## src/rtl/ram_request_arbiter.sv

```systemverilog
// ram_request_arbiter: serialises instruction-fetch and data requests onto one RAM port.
// Optional macro MEM_TIMEOUT_EN adds a grant watchdog with a sticky timeout_err flag.
module ram_request_arbiter #(
    parameter int ADDR_W  = 32,
    parameter int DATA_W  = 32,
    parameter int TIMEOUT = 64
) (
    input  logic              CLK,
    input  logic              nRST,
    input  logic              iREN,
    input  logic [ADDR_W-1:0] iaddr,
    input  logic              dREN,
    input  logic              dWEN,
    input  logic [ADDR_W-1:0] daddr,
    input  logic [DATA_W-1:0] dstore,
    output logic              iwait,
    output logic              dwait,
    output logic [DATA_W-1:0] iload,
    output logic [DATA_W-1:0] dload,
    output logic [ADDR_W-1:0] ramaddr,
    output logic [DATA_W-1:0] ramstore,
    output logic              ramREN,
    output logic              ramWEN,
    input  logic [DATA_W-1:0] ramload,
    input  logic [1:0]        ramstate,
    output logic              timeout_err
);

    localparam logic [1:0] RAM_ACCESS = 2'd2;

    typedef enum logic [1:0] {
        IDLE   = 2'd0,
        DGRANT = 2'd1,
        IGRANT = 2'd2
    } state_t;

    if (TIMEOUT < 1) begin : g_bad_timeout
        $error("ram_request_arbiter: TIMEOUT must be at least 1");
    end

    state_t            state_r;
    logic              last_data_r;
    logic [ADDR_W-1:0] addr_r;
    logic [DATA_W-1:0] store_r;
    logic              ren_r;
    logic              wen_r;

    logic              dreq_s;
    logic              grant_i_s;
    logic              grant_d_s;
    logic              granted_s;
    logic              access_s;
    logic              own_req_s;
    logic              expire_s;
    logic              release_s;
    logic [DATA_W-1:0] rel_word_s;

    assign dreq_s    = dREN | dWEN;
    // Data wins unless it was served last and the fetch is also waiting.
    assign grant_i_s = iREN & (~dreq_s | last_data_r);
    assign grant_d_s = dreq_s & ~(iREN & last_data_r);
    assign granted_s = (state_r == DGRANT) | (state_r == IGRANT);
    assign access_s  = (ramstate == RAM_ACCESS);
    assign own_req_s = (state_r == DGRANT) ? dreq_s : iREN;
    assign release_s = granted_s & (access_s | expire_s);

`ifdef MEM_TIMEOUT_EN
    localparam int CNT_W = $clog2(TIMEOUT + 1);

    logic [CNT_W-1:0] cnt_r;
    logic             timeout_err_r;

    assign expire_s    = granted_s & ~access_s & (cnt_r == CNT_W'(TIMEOUT - 1));
    assign rel_word_s  = access_s ? ramload : DATA_W'(32'hDEAD_BEEF);
    assign timeout_err = timeout_err_r;

    // Watchdog: counts grant cycles, restarts in IDLE, latches any expiry.
    always_ff @(posedge CLK or negedge nRST) begin
        if (!nRST) begin
            cnt_r         <= {CNT_W{1'b0}};
            timeout_err_r <= 1'b0;
        end else begin
            if (granted_s) begin
                cnt_r <= cnt_r + CNT_W'(1'b1);
            end else begin
                cnt_r <= {CNT_W{1'b0}};
            end
            timeout_err_r <= timeout_err_r | expire_s;
        end
    end
`else
    assign expire_s    = 1'b0;
    assign rel_word_s  = ramload;
    assign timeout_err = 1'b0;
`endif

    assign ramaddr  = addr_r;
    assign ramstore = store_r;
    assign ramREN   = ren_r;
    assign ramWEN   = wen_r;

    // Completion is combinational so the owner sees release in the ACCESS cycle itself.
    always_comb begin
        dwait = 1'b1;
        iwait = 1'b1;
        dload = {DATA_W{1'b0}};
        iload = {DATA_W{1'b0}};
        if (release_s && (state_r == DGRANT)) begin
            dwait = 1'b0;
            dload = rel_word_s;
        end else if (release_s) begin
            iwait = 1'b0;
            iload = rel_word_s;
        end else begin
            dwait = 1'b1;
            iwait = 1'b1;
        end
    end

    // Arbitration FSM with latched request and registered RAM strobes.
    always_ff @(posedge CLK or negedge nRST) begin
        if (!nRST) begin
            state_r     <= IDLE;
            last_data_r <= 1'b0;
            addr_r      <= {ADDR_W{1'b0}};
            store_r     <= {DATA_W{1'b0}};
            ren_r       <= 1'b0;
            wen_r       <= 1'b0;
        end else begin
            case (state_r)
                IDLE: begin
                    if (grant_i_s) begin
                        state_r <= IGRANT;
                        addr_r  <= iaddr;
                        store_r <= {DATA_W{1'b0}};
                        ren_r   <= 1'b1;
                        wen_r   <= 1'b0;
                    end else if (grant_d_s) begin
                        state_r <= DGRANT;
                        addr_r  <= daddr;
                        store_r <= dstore;
                        ren_r   <= ~dWEN;
                        wen_r   <= dWEN;
                    end else begin
                        state_r <= IDLE;
                    end
                end
                DGRANT, IGRANT: begin
                    if (release_s) begin
                        state_r     <= IDLE;
                        last_data_r <= (state_r == DGRANT);
                        ren_r       <= 1'b0;
                        wen_r       <= 1'b0;
                    end else if (!own_req_s) begin
                        state_r <= IDLE;
                        ren_r   <= 1'b0;
                        wen_r   <= 1'b0;
                    end else begin
                        state_r <= state_r;
                    end
                end
                default: begin
                    state_r <= IDLE;
                    ren_r   <= 1'b0;
                    wen_r   <= 1'b0;
                end
            endcase
        end
    end

endmodule

```

## config.mk

```make
export PLATFORM = sky130hd
export DESIGN_NAME = ram_request_arbiter
export DESIGN_NICKNAME = d
export VERILOG_FILES = /design/src/rtl/ram_request_arbiter.sv
export SDC_FILE = /design/constraint.sdc
export NUM_CORES = 1
export LEC_CHECK = 0
export ABC_AREA = 1
export CAP_MARGIN = 5
export CORE_MARGIN = 3
export CORE_UTILIZATION = 36
export DETAILED_ROUTE_END_ITERATION = 10
export PLACE_DENSITY = 0.83
export SLEW_MARGIN = 10
export SYNTH_ARGS = -nofsm -noshare
export SYNTH_HDL_FRONTEND = slang
export SYNTH_SLANG_ARGS = --single-unit
```

## constraint.sdc

```tcl
create_clock -name CLK -period 1.8 [get_ports CLK]
set_input_delay 0.27 -clock CLK [delete_from_list [all_inputs] [get_ports CLK]]
set_output_delay 0.27 -clock CLK [all_outputs]
set_load 0.005 [all_outputs]
```

# ---- Yosys cells after proc, flatten, opt, wreduce, memory -nomap -nowiden
# Index checks and enable logic that the tools add are counted.
# Widths: inputs -> output; s select.
dict set report totals {
  register_bits 69
  elab_cells 52
}
dict set report classes {
  eq_ne 5
  n_bitwise 10
  n_mux 24
  n_reduce_logical 7
}
# cell n
set op_table {}
lappend op_table {{$mux 32} 7}
lappend op_table {{$mux 1} 11}
lappend op_table {{$mux 2} 3}
lappend op_table {{$ne 3x3->1 const B} 2}
lappend op_table {{$reduce_and 2->1} 3}
lappend op_table {{$and 1x1->1} 4}
lappend op_table {{$eq 2x2->1 const B} 2}
lappend op_table {{$pmux 1 s2} 2}
lappend op_table {{$pmux 2 s2} 1}
lappend op_table {{$not 1->1} 3}
lappend op_table {{$or 1x1->1} 3}
lappend op_table {{$eq 2x1->1 const B} 1}
lappend op_table {{$logic_not 2->1} 1}
lappend op_table {{$reduce_bool 2->1} 1}
lappend op_table {{$reduce_or 2->1} 1}
lappend op_table {{$logic_and 1x1->1} 1}

# ---- Longest topological paths before layout
# Gate-level depths: netlist of the first run.
dict set report depth {
  depth_word 6
  ltp_mapped 8
  depth_no_buf 8
}

# ---- Worst setup path before layout of the first run
# No wires, ideal clock.
dict set report synth_timing {
  path_type {register to output}
  from {register state_r[0]}
  to {output port iload[12]}
  slack_ns 0.139
  required_ns 1.530
  path_stages_with_launch 8
  arrival_ns 1.391
  path_buffers 2
  path_cell_list {dfrtp_1 -> inv_1 -> ha_1 -> nand3_2 -> or2_1 -> buf_2 -> buf_6 -> nor2_1}
}
dict set report synth_between {
  elab_chain_len 5
  word_cells_on_any_way 7
  cone_classes {eq/ne: 2; mux: 2; bitwise: 2; reduce/logical: 1}
}
# element line
set synth_rtl {}
lappend synth_rtl {{from (decl)} 41} ;# state_t state_r;
lappend synth_rtl {{from (signal assigned)} 159} ;# state_r <= state_r;
lappend synth_rtl {{$eq 2x1->1 / $eq 2x2->1 (equally long branches)} {62, 108}}
lappend synth_rtl {{$or 1x1->1} 62} ;# assign granted_s = (state_r == DGRANT) | (state_r == IGRANT);
lappend synth_rtl {{$and 1x1->1} 65} ;# assign release_s = granted_s & (access_s | expire_s);
lappend synth_rtl {{$mux 32 / $logic_and 1x1->1 (equally long branches)} {111, 108}}
lappend synth_rtl {{$mux 32 *} 108} ;# if (release_s && (state_r == DGRANT)) begin
lappend synth_rtl {{to (decl)} 18} ;# output logic [DATA_W-1:0] iload,
# Every way passes the cells marked *; elsewhere a longest branch is shown, timed or not.

# ---- Final worst setup path of the first run
dict set report layout_timing {
  from {register state_r[1]}
  to {output port dload[15]}
}
dict set report layout_between {
  elab_chain_len 5
  word_cells_on_any_way 6
  cone_classes {eq/ne: 2; mux: 1; bitwise: 2; reduce/logical: 1}
}
# element line
set layout_rtl {}
lappend layout_rtl {{$eq 2x1->1 / $eq 2x2->1 (equally long branches)} {62, 108}}
lappend layout_rtl {{$or 1x1->1} 62}
lappend layout_rtl {{$and 1x1->1} 65}
lappend layout_rtl {{$logic_and 1x1->1 *} 108}
lappend layout_rtl {{$mux 32 *} 108}
lappend layout_rtl {{to (decl)} 19} ;# output logic [DATA_W-1:0] dload,
# Marks and branches as above.

==> impl_metrics.json, run 1 <==
{
  "initial_core_util": 0.379,
  "dpl-instance-area_sq_um": 6650,
  "highest_layer": "met4",
  "r2r_cells": 11,
  "pin_count": 268,
  "die_h_microns": 109,
  "syn_to_final_growth_pct": 93.2,
  "status": "complete, but fails checks",
  "crit_type": "reg -> out",
  "root_buffer": "clkbuf_8",
  "cp_max_fo": 8,
  "fin_skew_ns": 0.00767,
  "fin_area_sq_um": 7360,
  "wl_met1_microns": 5720,
  "cap_violations": 0,
  "whs_ns": 0.266,
  "drt_iter0_markers": 276,
  "worstSetupEndpointType": "output port",
  "fin_cells": 950,
  "num_vias": 4494,
  "synth-simple-area-share": 0.413,
  "muxShareOfSynthArea": 0,
  "core-area_sq_um": 10000,
  "clock_latency_ns": 0.33,
  "setup_viol": 66,
  "dr.pass1.iters": 4,
  "yosysWarnings": 0,
  "pre_cts_ws_ns": -0.425,
  "clock_sinks": 69,
  "cts.clk_slew.worst_paths_ns": 0.08,
  "layout_setup_ws_ns": -0.487,
  "grt_usage": 0.246,
  "synthCells": 525,
  "synthAdderAreaFrac": 0.00657,
  "synth_compound_area_frac": 0,
  "yosysSeqAreaShare": 0.453,
  "grt_start_max_net_pins": 68,
  "ys_ff_latch": 69,
  "tns_ns": -25.77,
  "netlist-cell-type-count": 21,
  "drt-wirelength-per-cell_microns": 16.8,
  "clockBufferDepth": 2,
  "rsz0062_at_grt": "true",
  "drc_errors": 0,
  "layout_min_cycle_time_ns": 2.29,
  "grt_pass1_wl_microns": 22700,
  "io_buffers": 266,
  "fmax_mhz": 437,
  "place_hpwl_microns": 10700,
  "p_per_area_nw_per_um2": 1310,
  "wl_microns": 15900,
  "wl_met3_microns": 1050,
  "synth-xor-area-share": 0,
  "grt_overflow": 0,
  "ir_drop_mv": 0.650,
  "cts_buffers": 9,
  "synth_area_sq_um": 3810,
  "vias_per_cell": 4.73,
  "synth_top_area_share": 0.453,
  "slew_violations": 0,
  "netlist_top_cells_area": "dfrtp_1 45%, nand2_1 20%, inv_1 6.9%",
  "synth_fp_nets": 662,
  "fin_nets": 949,
  "synth_top_family_by_area": "simple AND/OR/NAND/NOR gates",
  "p_leak_nw": 3.69,
  "ant_nets": 0,
  "hp-class": "in -> async",
  "cts_tree": "done",
  "worst_slew_margin_rel": 0.602,
  "gp_congestion": 0.785,
  "grt_pass1_vias": 4553,
  "avgSynthCellArea_sq_um": 7.26,
  "grt_antenna_before_repair": 1,
  "arrival_ns": 2.02,
  "drive_gt1_frac": 0.238,
  "floorplan.die.width_microns": 109,
  "die_area_sq_um": 11900,
  "wl_met2_microns": 8430,
  "synth_top_area_cell": "dfrtp_1",
  "dp.cells": 914,
  "worst_pin_slew_ns": 0.596,
  "violations": "negative setup slack",
  "cp-start-kind": "register",
  "htree_levels": 3,
  "rows": 36,
  "finalHoldViolations": 0,
  "required_ns": 1.53,
  "fin_crit_sh": 1.27
}
## layout make-up
type	instances	area, sq um
fill	744	2680
sequential	69	1730
clock inverter	6	65.1
antenna	1	2.50
inverter	71	267
multi-input combinational	355	2020
clock buffer	9	124
tap	133	166
timing repair buffer	306	2990
## routing by layer
metal  up-vias  global-route usage
met5         -                   0
met4         0               0.106
met3        49              0.0580
met2       208               0.440
met1      2093               0.277
li1       2144                   -
## timing repair
action                                  CTS  global route
pin swaps                                 3             3
endpoints found under the setup margin   66            67
hold endpoints to repair                 33             0
buffers inserted                         14             2
cloned                                    5             3
hold buffers                              1             0
resized for setup                       309            91
## per-stage QoR
stage	util	power [W]
after CTS	0.696	0.00934
after detailed placement	0.662	0.00784
after global placement	0.662	0.00764
after floorplan	-	0.00513
after global routing	0.733	0.0104
final	0.733	0.00964
## path summary, 6_finish.rpt
path	endpoint	slack, ns	start
setup / recovery	dload[15]	-0.49	state_r[1]
setup reg to reg	ramWEN	0.02	state_r[1]
min in group CLK	ramstore[8]	0.47	dstore[8]
hold reg to reg	ramaddr[16]	0.48	ramaddr[16]
max in group asynchronous	ramaddr[28]	0.99	nRST
hold / removal	ramstore[14]	0.27	nRST
## power breakdown
group          internal [W]  switching (W)
combinational       0.00293        0.00277
clock              0.000632       0.000570
sequential          0.00233       0.000422
total               0.00588        0.00376
## registers in the layout, summed over array words and instances, names as in the netlist
| register | flops |
|---|---|
| ramstore | 32 |
| state_r | 2 |
| last_data_r | 1 |
| ramREN | 1 |
| ramWEN | 1 |
| ramaddr | 32 |
## cell usage after synthesis
cell type and number:
buf_1 3, buf_4 4, nand2_4 1, nor2_1 48, dfrtp_1 69, inv_2 1
nand3b_1 32, nor2_2 20, nand3_2 1, buf_6 10, buf_2 9, or2_1 1
conb_1 1, clkbuf_1 4, nand4_1 3, nor2_4 1, nand2_2 2, nand2_1 206
ha_1 2, nand3_1 37, inv_1 70
## cells by family (layout without fill, tap and decap cells)
group                      Yosys count  count (layout)
adders and majority gates            2               2
DFF                                 69              69
buffers and inverters              101             392
other                                1               2
and+or+nand+nor                    352             352
## cell usage in the layout (no fill, tap or decap), types with 2 or more instances in the layout
| master | count |
|---|---|
| clkinv_2 | 2 |
| nand2_1 | 205 |
| nor2_1 | 7 |
| buf_2 | 52 |
| clkbuf_8 | 9 |
| inv_1 | 68 |
| buf_16 | 5 |
| buf_4 | 16 |
| nor2_4 | 56 |
| nor2_2 | 6 |
| buf_6 | 21 |
| buf_12 | 7 |
| clkinv_4 | 2 |
| clkdlybuf4s50_1 | 199 |
| nand4_1 | 3 |
| nand2_2 | 3 |
| ha_4 | 2 |
| nand3b_1 | 32 |
| clkbuf_16 | 3 |
| dfrtp_1 | 69 |
| inv_2 | 3 |
| nand3_1 | 37 |
## critical path, stage by stage (launching register included)
cell	delay (ns)
dfrtp_1	0.42
inv_2	0.12
buf_6	0.12
ha_4	0.14
nand4_1	0.15
buf_6	0.18
buf_12	0.13
buf_16	0.15
nor2_1	0.13
buf_2	0.16
Note: power is estimated with default switching activity, not from simulation.
==> inputs of run 2 (changes only) <==
Settings changed: CORE_MARGIN 3 to unset.
==> run 2 against run 1 <==
Effect of this change: the flow still finishes with violations (negative setup slack); design area decreased by 3.2%; global-route usage increased by 1.5 points; maximum frequency increased by 3.7%; core utilization decreased by 3.9 points; total power decreased by 2.0%; first-iteration DRC count decreased by 11%; hold slack improved by 0.20 ns; sequential share of layout area increased by 0.77 points; sequential power about the same; flip-flop and latch count unchanged; clock skew increased by 0.0038 ns; die area decreased by 7.2%; critical endpoint is now dload[30].
==> impl_metrics.json, run 2 (synthesis results as in run 1) <==
{
  "status": "complete, but fails checks",
  "violations": "negative setup slack",
  "p_int_w": 0.00576,
  "cts_tree": "done",
  "drt_iter0_markers": 247,
  "critPathSlowestCell": "dfrtp_1",
  "fmax_mhz": 453,
  "initial_core_util": 0.371,
  "slew_violations": 0,
  "die_h_microns": 105,
  "crit_chain": "inv_2 -> ha_4 -> buf_6 -> nand4_1 -> buf_4 -> buf_8 -> buf_16 -> nor2_1 -> buf_2",
  "drive_gt1_frac": 0.232,
  "layout_min_cycle_time_ns": 2.21,
  "fin_crit_sh": 1.23,
  "insertedDiodeCount": 0,
  "p_sw_w": 0.00369,
  "crit_type": "reg -> out",
  "grt_start_max_net_pins": 70,
  "p_comb_frac": 0.582,
  "fin_area_sq_um": 7130,
  "clock_sinks": 69,
  "ir_drop_mv": 0.662,
  "cap_violations": 0,
  "fillCellCount": 821,
  "required_ns": 1.53,
  "dr.pass1.iters": 6,
  "finalHoldViolations": 0,
  "critPathBufInv": 6,
  "fin_cells": 949,
  "setup_viol": 66,
  "p_per_area_nw_per_um2": 1330,
  "hp-class": "in -> reg",
  "dpl-instance-area_sq_um": 6580,
  "cts.clk_slew.worst_paths_ns": 0.08,
  "grt_usage": 0.260,
  "die_area_sq_um": 11000,
  "syn_to_final_growth_pct": 87.0,
  "layout_common_cells": "206 x nand2_1, 199 x clkdlybuf4s50_1, 69 x dfrtp_1, 68 x inv_1, 59 x buf_2",
  "worst_slew_margin_rel": 0.506,
  "tns_ns": -20.37,
  "pwr-share-seq": 0.289,
  "final_common_cell": "nand2_1",
  "vias_per_cell": 4.65,
  "clkPwrFrac": 0.129,
  "clock_latency_ns": 0.33,
  "clockBufferDepth": 2,
  "floorplan.die.width_microns": 105,
  "rows": 37,
  "cp_max_fo": 8,
  "worst_pin_slew_ns": 0.740,
  "fin_skew_ns": 0.0115,
  "arrival_ns": 1.94,
  "place_hpwl_microns": 9970,
  "htree_levels": 3,
  "dp.cells": 913,
  "cp_top_family": "buffers and inverters",
  "cp-start-kind": "register",
  "core-area_sq_um": 10300,
  "io_buffers": 266,
  "pin_count": 268,
  "swShare": 0.391,
  "drt-wirelength-per-cell_microns": 15.4,
  "ant_nets": 0,
  "pre_cts_ws_ns": -0.379,
  "rsz0062_at_grt": "true",
  "worstSetupEndpointType": "output port",
  "grt_overflow": 0,
  "gp_congestion": 0.846,
  "grt_pass1_wl_microns": 22600,
  "total_power_w": 0.00945,
  "cts_buffers": 9,
  "slowest_delay_ns": 0.39,
  "layout_setup_ws_ns": -0.405,
  "fin_nets": 946,
  "grt_pass1_vias": 4645,
  "grt_antenna_before_repair": 0,
  "p_leak_nw": 3.62,
  "wl_microns": 14600,
  "root_buffer": "clkbuf_8",
  "num_vias": 4411,
  "drc_errors": 0
}
[run 2: repair_timing]
action | CTS | global route
endpoints found under the hold margin | 69 | 0
cloned | 7 | 2
endpoints found under the setup margin | 66 | 68
buffers inserted | 10 | 6
pin swaps | 7 | 6
resized for setup | 324 | 59
hold buffers | 1 | 0
[run 2: cell type report]
type	count	area (sq um)	area share
Sequential cell	69	1730	0.242
Timing Repair Buffer	302	2840	0.399
Clock buffer	9	124	0.0174
Multi-Input combinational cell	356	1930	0.271
Inverter	71	267	0.0374
Clock inverter	6	63.8	0.00896
Tap cell	136	170	0.0239
[run 2: worst min-delay path: stages]
cell and delay, ns:
clkdlybuf4s50_1 0.40, nand2_1 0.06, nand2_1 0.04
[run 2: metal layers]
layer / wire length [microns] / global-route usage / vias up
li1: - / - / 2135
met1: 5820 / 0.297 / 2066
met2: 7440 / 0.465 / 173
met3: 797 / 0.0549 / 37
met4: 522 / 0.120 / 0
met5: 0 / 0 / -
[run 2: stage by stage]
stage | hold slack [ns] | util
global route | 0.467 | 0.693
CTS | 0.453 | 0.674
floorplan | -0.0256 | -
finish | 0.463 | 0.693
detailed placement | 0.320 | 0.640
global placement | 0.315 | 0.640
[run 2: worst paths after layout]
check	startpoint	to	slack (ns)	depth (start not counted)
max reg2reg	state_r[0]	ramstore[6]	0.13	6
min	dstore[14]	ramstore[14]	0.46	3
min reg2reg	last_data_r	last_data_r	0.47	2
max in group asynchronous	nRST	last_data_r	1.01	3
min in group asynchronous	nRST	ramstore[10]	0.47	3
max	state_r[0]	dload[30]	-0.41	9
[run 2: power groups by stage]
stage	clock network, W	logic [W]	registers, W
floorplan	0	0.00235	0.00279
global route	0.00132	0.00602	0.00282
global placement	0	0.00482	0.00271
finish	0.00122	0.00549	0.00273
CTS	0.00125	0.00533	0.00273
detailed placement	0	0.00497	0.00274
